### src/rtl/uart_rx_fifo.sv
// uart_rx_fifo: majority-voting UART receiver with parity/framing checks and a valid/ready RX FIFO
module uart_rx_fifo #(
    parameter int CLK_FREQ   = 12_000_000,
    parameter int BAUD_RATE  = 57600,
    parameter int DATA_BITS  = 8,
    parameter int PARITY     = 0,
    parameter int STOP_BITS  = 1,
    parameter int FIFO_DEPTH = 4
) (
    input  logic                        clk,
    input  logic                        rst,
    input  logic                        FPGA_RX,
    output logic [DATA_BITS-1:0]        rx_data,
    output logic                        parity_err,
    output logic                        frame_err,
    output logic                        rx_valid,
    input  logic                        rx_ready,
    output logic                        overrun,
    output logic [$clog2(FIFO_DEPTH):0] fifo_count
);
    localparam int BIT_CNT = CLK_FREQ / BAUD_RATE;
    localparam int HALF = BIT_CNT / 2;
    localparam int CW = $clog2(BIT_CNT);
    localparam int BW = $clog2(DATA_BITS);
    localparam int AW = $clog2(FIFO_DEPTH);
    localparam int EW = DATA_BITS + 2;
    localparam logic [CW-1:0] S0 = CW'(HALF - 1);
    localparam logic [CW-1:0] S1 = CW'(HALF);
    localparam logic [CW-1:0] S2 = CW'(HALF + 1);
    localparam logic [CW-1:0] WRAP = CW'(BIT_CNT - 1);
    localparam logic [BW-1:0] LAST_D = BW'(DATA_BITS - 1);
    localparam logic LAST_S = (STOP_BITS == 2);
    localparam logic [AW:0] FULL = (AW + 1)'(FIFO_DEPTH);
    localparam logic [2:0] IDLE = 3'd0, START = 3'd1, DATA = 3'd2, PAR = 3'd3, STOP = 3'd4;

    logic [1:0]           sync_q;
    logic                 rx_sync, v0, v1, maj, mid, wrap, ferr_n;
    logic [2:0]           state;
    logic [CW-1:0]        cnt;
    logic [BW-1:0]        bidx;
    logic                 sidx, perr, ferr, hold, push;
    logic [DATA_BITS-1:0] shreg;
    logic [EW-1:0]        push_word;
    logic [EW-1:0]        mem [FIFO_DEPTH];
    logic [AW-1:0]        wr, rd;
    logic                 full, pop, wen;

    assign rx_sync = sync_q[1];
    assign maj = (v0 & v1) | (v0 & rx_sync) | (v1 & rx_sync);
    assign mid = cnt == S2;
    assign wrap = cnt == WRAP;
    assign ferr_n = ferr | ~maj;

    // Synchroniser, bit timing and frame FSM; the finished frame is registered into push_word
    always_ff @(posedge clk) begin
        if (rst) begin
            sync_q    <= 2'b11;
            state     <= IDLE;
            cnt       <= '0;
            bidx      <= '0;
            sidx      <= 1'b0;
            v0        <= 1'b1;
            v1        <= 1'b1;
            shreg     <= '0;
            perr      <= 1'b0;
            ferr      <= 1'b0;
            hold      <= 1'b0;
            push      <= 1'b0;
            push_word <= '0;
        end else begin
            sync_q <= {sync_q[0], FPGA_RX};
            push   <= 1'b0;
            if (cnt == S0) v0 <= rx_sync;
            if (cnt == S1) v1 <= rx_sync;
            cnt <= (state == IDLE || wrap) ? '0 : cnt + CW'(1);
            case (state)
                IDLE: begin
                    if (hold && rx_sync) hold <= 1'b0;
                    if (!hold && !rx_sync) begin
                        state <= START;
                        cnt   <= CW'(1);
                        bidx  <= '0;
                        sidx  <= 1'b0;
                        perr  <= 1'b0;
                        ferr  <= 1'b0;
                    end
                end
                START: begin
                    if (mid && maj) begin
                        state <= IDLE;
                        cnt   <= '0;
                    end else if (wrap) state <= DATA;
                end
                DATA: begin
                    if (mid) shreg <= {maj, shreg[DATA_BITS-1:1]};
                    if (wrap) begin
                        bidx <= bidx + BW'(1);
                        if (bidx == LAST_D) state <= (PARITY != 0) ? PAR : STOP;
                    end
                end
                PAR: begin
                    if (mid) perr <= (^{shreg, maj}) != (PARITY == 1);
                    if (wrap) state <= STOP;
                end
                STOP: begin
                    if (mid) ferr <= ferr_n;
                    if (mid && sidx == LAST_S) begin
                        push      <= 1'b1;
                        push_word <= {ferr_n, perr, shreg};
                        hold      <= ferr_n;
                        state     <= IDLE;
                        cnt       <= '0;
                    end else if (wrap) sidx <= 1'b1;
                end
                default: state <= IDLE;
            endcase
        end
    end

    assign full = fifo_count == FULL;
    assign rx_valid = fifo_count != '0;
    assign pop = rx_valid & rx_ready;
    assign wen = push & (~full | pop);
    assign {frame_err, parity_err, rx_data} = rx_valid ? mem[rd] : '0;

    // FIFO pointers, occupancy and overrun pulse when a frame arrives with no room
    always_ff @(posedge clk) begin
        if (rst) begin
            wr         <= '0;
            rd         <= '0;
            fifo_count <= '0;
            overrun    <= 1'b0;
        end else begin
            overrun    <= push & full & ~pop;
            wr         <= wen ? wr + AW'(1) : wr;
            rd         <= pop ? rd + AW'(1) : rd;
            fifo_count <= fifo_count + {{AW{1'b0}}, wen} - {{AW{1'b0}}, pop};
        end
    end

    // FIFO storage; contents are only observable through the head while non-empty
    always_ff @(posedge clk) begin
        if (wen) mem[wr] <= push_word;
    end
endmodule

### config.mk
export PLATFORM = sky130hd
export DESIGN_NAME = uart_rx_fifo
export DESIGN_NICKNAME = d
export VERILOG_FILES = /design/src/rtl/uart_rx_fifo.sv
export SDC_FILE = /design/constraint.sdc
export NUM_CORES = 1
export LEC_CHECK = 0
export CAP_MARGIN = 20
export CORE_MARGIN = 10
export CORE_UTILIZATION = 60
export DETAILED_ROUTE_END_ITERATION = 12
export PLACE_DENSITY = 0.85
export SLEW_MARGIN = 20
export SYNTH_ARGS = -nofsm -noshare
export SYNTH_HDL_FRONTEND = slang
export SYNTH_SLANG_ARGS = --single-unit
### constraint.sdc
create_clock -name clk -period 4.6 [get_ports clk]
set_input_delay 1.38 -clock clk [delete_from_list [all_inputs] [get_ports clk]]
set_output_delay 1.38 -clock clk [all_outputs]
set_load 0.005 [all_outputs]
Yosys cells after proc, flatten, opt, wreduce, memory -nomap -nowiden

Memories as Yosys holds them, arrays and structs flattened. A register that Yosys moved wholly into a read port is not among the register bits.
Cells that the tools add are included.
W data, S select, Z words.

Memories kept: 1
Memory bits (writable): 40
Input port bits: 4
Output and inout bits: 15
Register bits after elaboration: 49

Memories:

| name | words | width | read ports | clocked after Yosys merged registers in | wr ports | line | text |
|---|---|---|---|---|---|---|---|
| mem  | 4     | 10    | 1          | 1                                       | 1        | 44   | `logic [EW-1:0] mem [FIFO_DEPTH];` |

Multiplexer cells: 33
Reduce and logical (&&, ||, !) cells: 22
Bitwise gates (word level): 16
Eq/ne operators: 21
Add/subtract/negate cells: 6

Operators by type and width:

| kind                  | count |
|---|---|
| $mux W8               | 4 |
| $mux W3               | 9 |
| $eq A8 B7 Y1 const B  | 3 |
| $pmux W8 S3           | 1 |
| $ne A2 B2 Y1 const B  | 8 |
| $pmux W3 S5           | 1 |
| $reduce_and A3 Y1     | 4 |
| $mux W1               | 10 |
| $mux W10              | 1 |
| $eq A3 B3 Y1 const B  | 3 |
| $reduce_xor A9 Y1     | 1 |
| $add A8 B1 Y8 const B | 1 |
| $eq A8 B8 Y1 const B  | 1 |
| $pmux W1 S2           | 4 |
| $and A1 B1 Y1         | 7 |
| $eq A3 B2 Y1 const B  | 2 |
| $pmux W3 S2           | 1 |
| $reduce_and A6 Y1     | 1 |
| $reduce_bool A2 Y1    | 3 |
| $not A1 Y1            | 5 |
| $add A2 B1 Y2 const B | 2 |
| $logic_and A1 B1 Y1   | 4 |
| $mux W2               | 2 |
| $ne A2 B1 Y1 const B  | 2 |
| other kinds (13)      | 18 |

Longest topological paths before layout

Depth after elaboration: 7
Depth in mapped cells: 11
Depth with buffers taken out: 11

Worst setup path after synthesis

Ideal clock, no wire load.

Path type: input -> register
From: input rx_ready
To: register fifo_count[2]
Cell stages on the path: 11
Slack: 1,165 ps
Library setup time: 128 ps
Path buffers: 0
Arrival time: 3,307 ps
Cell sequence: or4b_1 and2_1 inv_2 ha_1 inv_1 ha_1 inv_1 fa_1 xor2_1 xnor2_1 nor2_1

Cells in the longest elaborated chain, start to end: 5

RTL lines:

| item                   | line | text |
|---|---|---|
| start: declaration     | 17   | `input logic rx_ready,` |
| $and A1 B1 Y1 *        | 122  | `assign pop = rx_valid & rx_ready;` |
| $or A1 B1 Y1           | 123  | `assign wen = push & (~full \| pop);` |
| $and A1 B1 Y1          | 123  |  |
| $add A3 B1 Y3          | 137  | `fifo_count <= fifo_count + {{AW{1'b0}}, wen} - {{AW{1'b0}}, pop};` |
| $sub A3 B1 Y3 *        | 137  |  |
| end signal: assignment | 137  |  |
| end: declaration       | 19   | `output logic [$clog2(FIFO_DEPTH):0] fifo_count` |

Every way passes the cells marked *; elsewhere a longest branch is shown, timed or not.
A chain may end at the register's enable or synchronous reset.

==> impl_summary.md <==
Detailed routing
The final routed wire length divided by cell count is 15.6 um. The overall via count from detail_route is 2335. After the first detailed-routing iteration, the DRC count stood at 105. Summed over all nets, wire length on met3 after detailed routing comes to ~220 um. The highest signal layer in the routed design is met4. The sum of met2 wire segment lengths after detailed routing is 3.42 mm. The number of detailed-route iterations in the first pass is 4.

For this run, design rule violations remaining after detail routing come to 0. The detail route stage leaves a number of antenna-violating nets equal to 0. The wire length the detailed router placed on met1 is 2.83 mm. The via density per instance is about 5.6. Wires add up to 6.54 mm.

Synthesis
The sequential area share after synthesis is 57.8%. The proportion of register bits with asynchronous set or reset after synthesis is 0%. When the netlist entered floorplanning its net count stood at 336. The predominant post-synthesis flop cell is sky130_fd_sc_hd__dfxtp_1. The synthesized design contains slightly above 90 register bits. The synthesized design contains 40 enable-type register cells. The synthesized-area fraction occupied by and/or/nand/nor cells is 17.5%. Of the total synthesized cell area, the portion taken by full adders, half adders and majority gates is 4.40%. The synthesized netlist devotes 4.75% of its cell area to compound gates. For this run, the number of Yosys warnings is 0.

Summing every instance area after synthesis gives 0.00384 sq mm. By area, the combinational part of the netlist is dominated by simple AND/OR/NAND/NOR gates. The mean cell area of the mapped netlist is 12.0 sq um. The cell count after synthesis came out at 320. The xor/xnor share of the synthesized area is 4.43%.

After synthesis, the netlist uses 48 different library cells. The fraction of synthesized area in multiplexers is under 10%.

Final layout
The library cells used most frequently in the layout, excluding fill and tap cells, are sky130_fd_sc_hd__dfxtp_1 (51), sky130_fd_sc_hd__edfxtp_1 (40), sky130_fd_sc_hd__nand2_1 (34). The final design area excluding fillers is about 0.0043 sq mm. After filler insertion, the fill cell instance count of the layout stands at 448.

Leaving out fill and tap cells, the most frequent cell in the layout is sky130_fd_sc_hd__dfxtp_1. The synthesis-to-layout area growth is 11.6%. In the final design database the tool counted 354 nets. The repair_antennas step left the layout with diodes totalling 0. The area occupied by multi-input gates is 0.00152 sq mm. The flip-flop and latch area is 0.00222 sq mm. The final instance count without filler cells is 420.

The fraction of layout cells with a size suffix above 1 is 11.4%.

Worst setup path
Data arrives at the worst endpoint at 2330 ps. The worst endpoint required time is 3220 ps. Of all nets on the critical path, the largest fanout is 10. The capture instance of the worst register-to-register path is fifo_count[2].

The setup check on the worst reg-to-reg path leaves a slack of 1900 ps. The destination of the critical timing path is rx_data[1]. The worst setup path is of the flop to primary output kind.

The reg-to-reg critical path startpoint is fifo_count[1]. The number of cells on the worst reg-to-reg path is 11. STA classifies the critical path startpoint as a flop. The sort of element at the end of the critical path is a primary output.

Placed design
The minimum setup slack after placement is 540 ps. The number of placed instances, taps included, is around 400. Input and output buffers added on the ports amount to 18. Once detailed placement completed, the half-perimeter wirelength came to 4.55 mm.

Summing all placed instances gives a cell area of 0.00407 sq mm. The final weighted congestion of routability-driven global placement is 0.796.

Power
Dividing total power by cell area gives a power density of ~430 mW/mm^2. The leakage power summed over all cells is approximately 1.4 nW. The maximum vdd drop is 314 uV.

CTS
The number of hold buffers added after CTS was 0. Clock-pin slew was measured on the worst setup and hold paths at around 90 ps. The number of buffers created by CTS is 9.

The clock tree from TritonCTS is built. The clock passes through at most 2 buffers. Gates resized during post-CTS repair numbered 0. The clock sink count is 91.

The H-tree depth is 3. The buffer count from post-CTS setup fixing is 0. For the worst-skew pair, the clock arrives at the later sink with an insertion delay of 350 ps. The library cell used as clock root buffer is sky130_fd_sc_hd__clkbuf_8.

GRT
The largest net degree at the start of global routing is 25. The global-route wire length before repair is 11.0 mm. The number of antenna violations at the first check in global routing came to 0. The total overflow reported by the global router is 0.

The total global routing track utilization is 13.7%. The via count of the first global-routing pass is ~2300.

Timing
The count of final hold-check violations is 0. The final setup skew is 10.5 ps. After layout, the worst setup slack is 894 ps. For this run, the top clock speed supported by timing is 0.270 GHz. The tightest hold path in the finished design has a slack of 417 ps.

Headroom to the max-slew limit came out at 48.1%. The aggregate negative setup slack is 0 ps. The final number of max-transition violations is 0. Setup violations remaining at the end of the flow were counted as 0. At the pin with the least slew margin, the transition time is 776 ps. After layout, the minimum clock period comes to between 3000 and 4000 ps. Setup repair after global routing left no endpoint under its margin.

The worst path uses 80.6% of the clock period.

Job
Across the run, the number of max-cap violations was 0.

Die
For this configuration, the core starts out at a cell density of between 60% and 70%. From left edge to right edge, the die measures 100 um. Row generation in the floorplan step produced 29 rows. Measured along the y axis, the die boundary spans ~100 um. In this run the count of I/O pins placed on the die edge is 19.

The core area is approximately 0.0063 sq mm. The die area is 0.0100 sq mm.

Worst hold path
The number of cells on the worst hold path is 1. The class of the tightest hold or removal check is flop to flop.

Run status
The run finished with clean final reports.
## state kept, by name, indices dropped and copies added (netlist names), named ones only
name,cells
mem,40
bidx,3
v0,1
rd,2
hold,1
push,1
wr,2
v1,1
perr,1
cnt,8
shreg,8
push_word,10
sync_q,2
fifo_count,3
state,3
overrun,1
ferr,1
sidx,1
## worst min-delay path by stage
stage	endpoint	start	slack, ps
after floorplan	sync_q[1]	sync_q[0]	390
after global placement	sync_q[1]	sync_q[0]	400
after detailed placement	sync_q[1]	sync_q[0]	400
after CTS	sync_q[1]	sync_q[0]	420
after global routing	sync_q[1]	sync_q[0]	450
final	sync_q[1]	sync_q[0]	420
## report_power, final
group / internal, W / total [W] / switching [W] / leakage, nW
registers: 0.000860 / 0.000906 / 0.0000464 / 0.783
logic: 0.000226 / 0.000350 / 0.000124 / 0.550
clock network: 0.000302 / 0.000577 / 0.000275 / 0.108
total: 0.00139 / 0.00183 / 0.000446 / 1.44
## worst max-delay path, stage by stage (launching register included)
cell,delay (ps)
sky130_fd_sc_hd__dfxtp_1,760
sky130_fd_sc_hd__mux4_2,600
sky130_fd_sc_hd__and2_1,170
sky130_fd_sc_hd__clkdlybuf4s50_1,440
## routing by layer
layer / GRT usage [%] / vias to the layer above
met2: 23.9 / 28
met5: 0 / -
met3: 4.46 / 5
met4: 4.89 / 0
li1: - / 1165
met1: 15.5 / 1137
## area by class of cell
class | instances | share of cell area (%)
clock inverter | 4 | 1.28
multi-input combinational | 206 | 35.4
timing repair buffer | 19 | 4.38
sequential | 91 | 51.8
clock buffer | 12 | 3.88
tap | 77 | 2.25
inverter | 11 | 0.963
## stage by stage
stage          power (W)  util (%)
6_report         0.00183      68.3
5_1_grt          0.00192      68.3
4_1_cts          0.00185      68.3
3_5_place_dp     0.00128      64.8
3_3_place_gp     0.00127      64.8
2_1_floorplan    0.00111         -
## synth_stat cells (3+ instances only)
library cell / instances / area share (%)
sky130_fd_sc_hd__dfxtp_1: 51 / 27
sky130_fd_sc_hd__edfxtp_1: 40 / 31
sky130_fd_sc_hd__nand2_1: 34 / 3.3
sky130_fd_sc_hd__nor2_1: 26 / 2.5
sky130_fd_sc_hd__a21oi_1: 21 / 2.7
sky130_fd_sc_hd__and2_1: 14 / 2.3
sky130_fd_sc_hd__nor3_1: 12 / 1.6
sky130_fd_sc_hd__ha_1: 11 / 3.6
sky130_fd_sc_hd__xnor2_1: 11 / 2.5
sky130_fd_sc_hd__inv_1: 10 / 0.98
sky130_fd_sc_hd__mux2i_1: 10 / 2.6
sky130_fd_sc_hd__mux4_2: 10 / 5.9
sky130_fd_sc_hd__nand3_1: 8 / 1.0
sky130_fd_sc_hd__clkbuf_1: 7 / 0.68
sky130_fd_sc_hd__and3_1: 6 / 0.98
sky130_fd_sc_hd__or3_1: 4 / 0.65
sky130_fd_sc_hd__xor2_1: 4 / 0.91
sky130_fd_sc_hd__nand2b_1: 3 / 0.49
## cells by family after synthesis
kind of cell    Yosys count
flops                    91
simple gates            125
mux                      20
xor+xnor                 17
buf+inv                  23
compound gates           31
fa+ha+maj                13
Power figures use the tool's default switching activity.
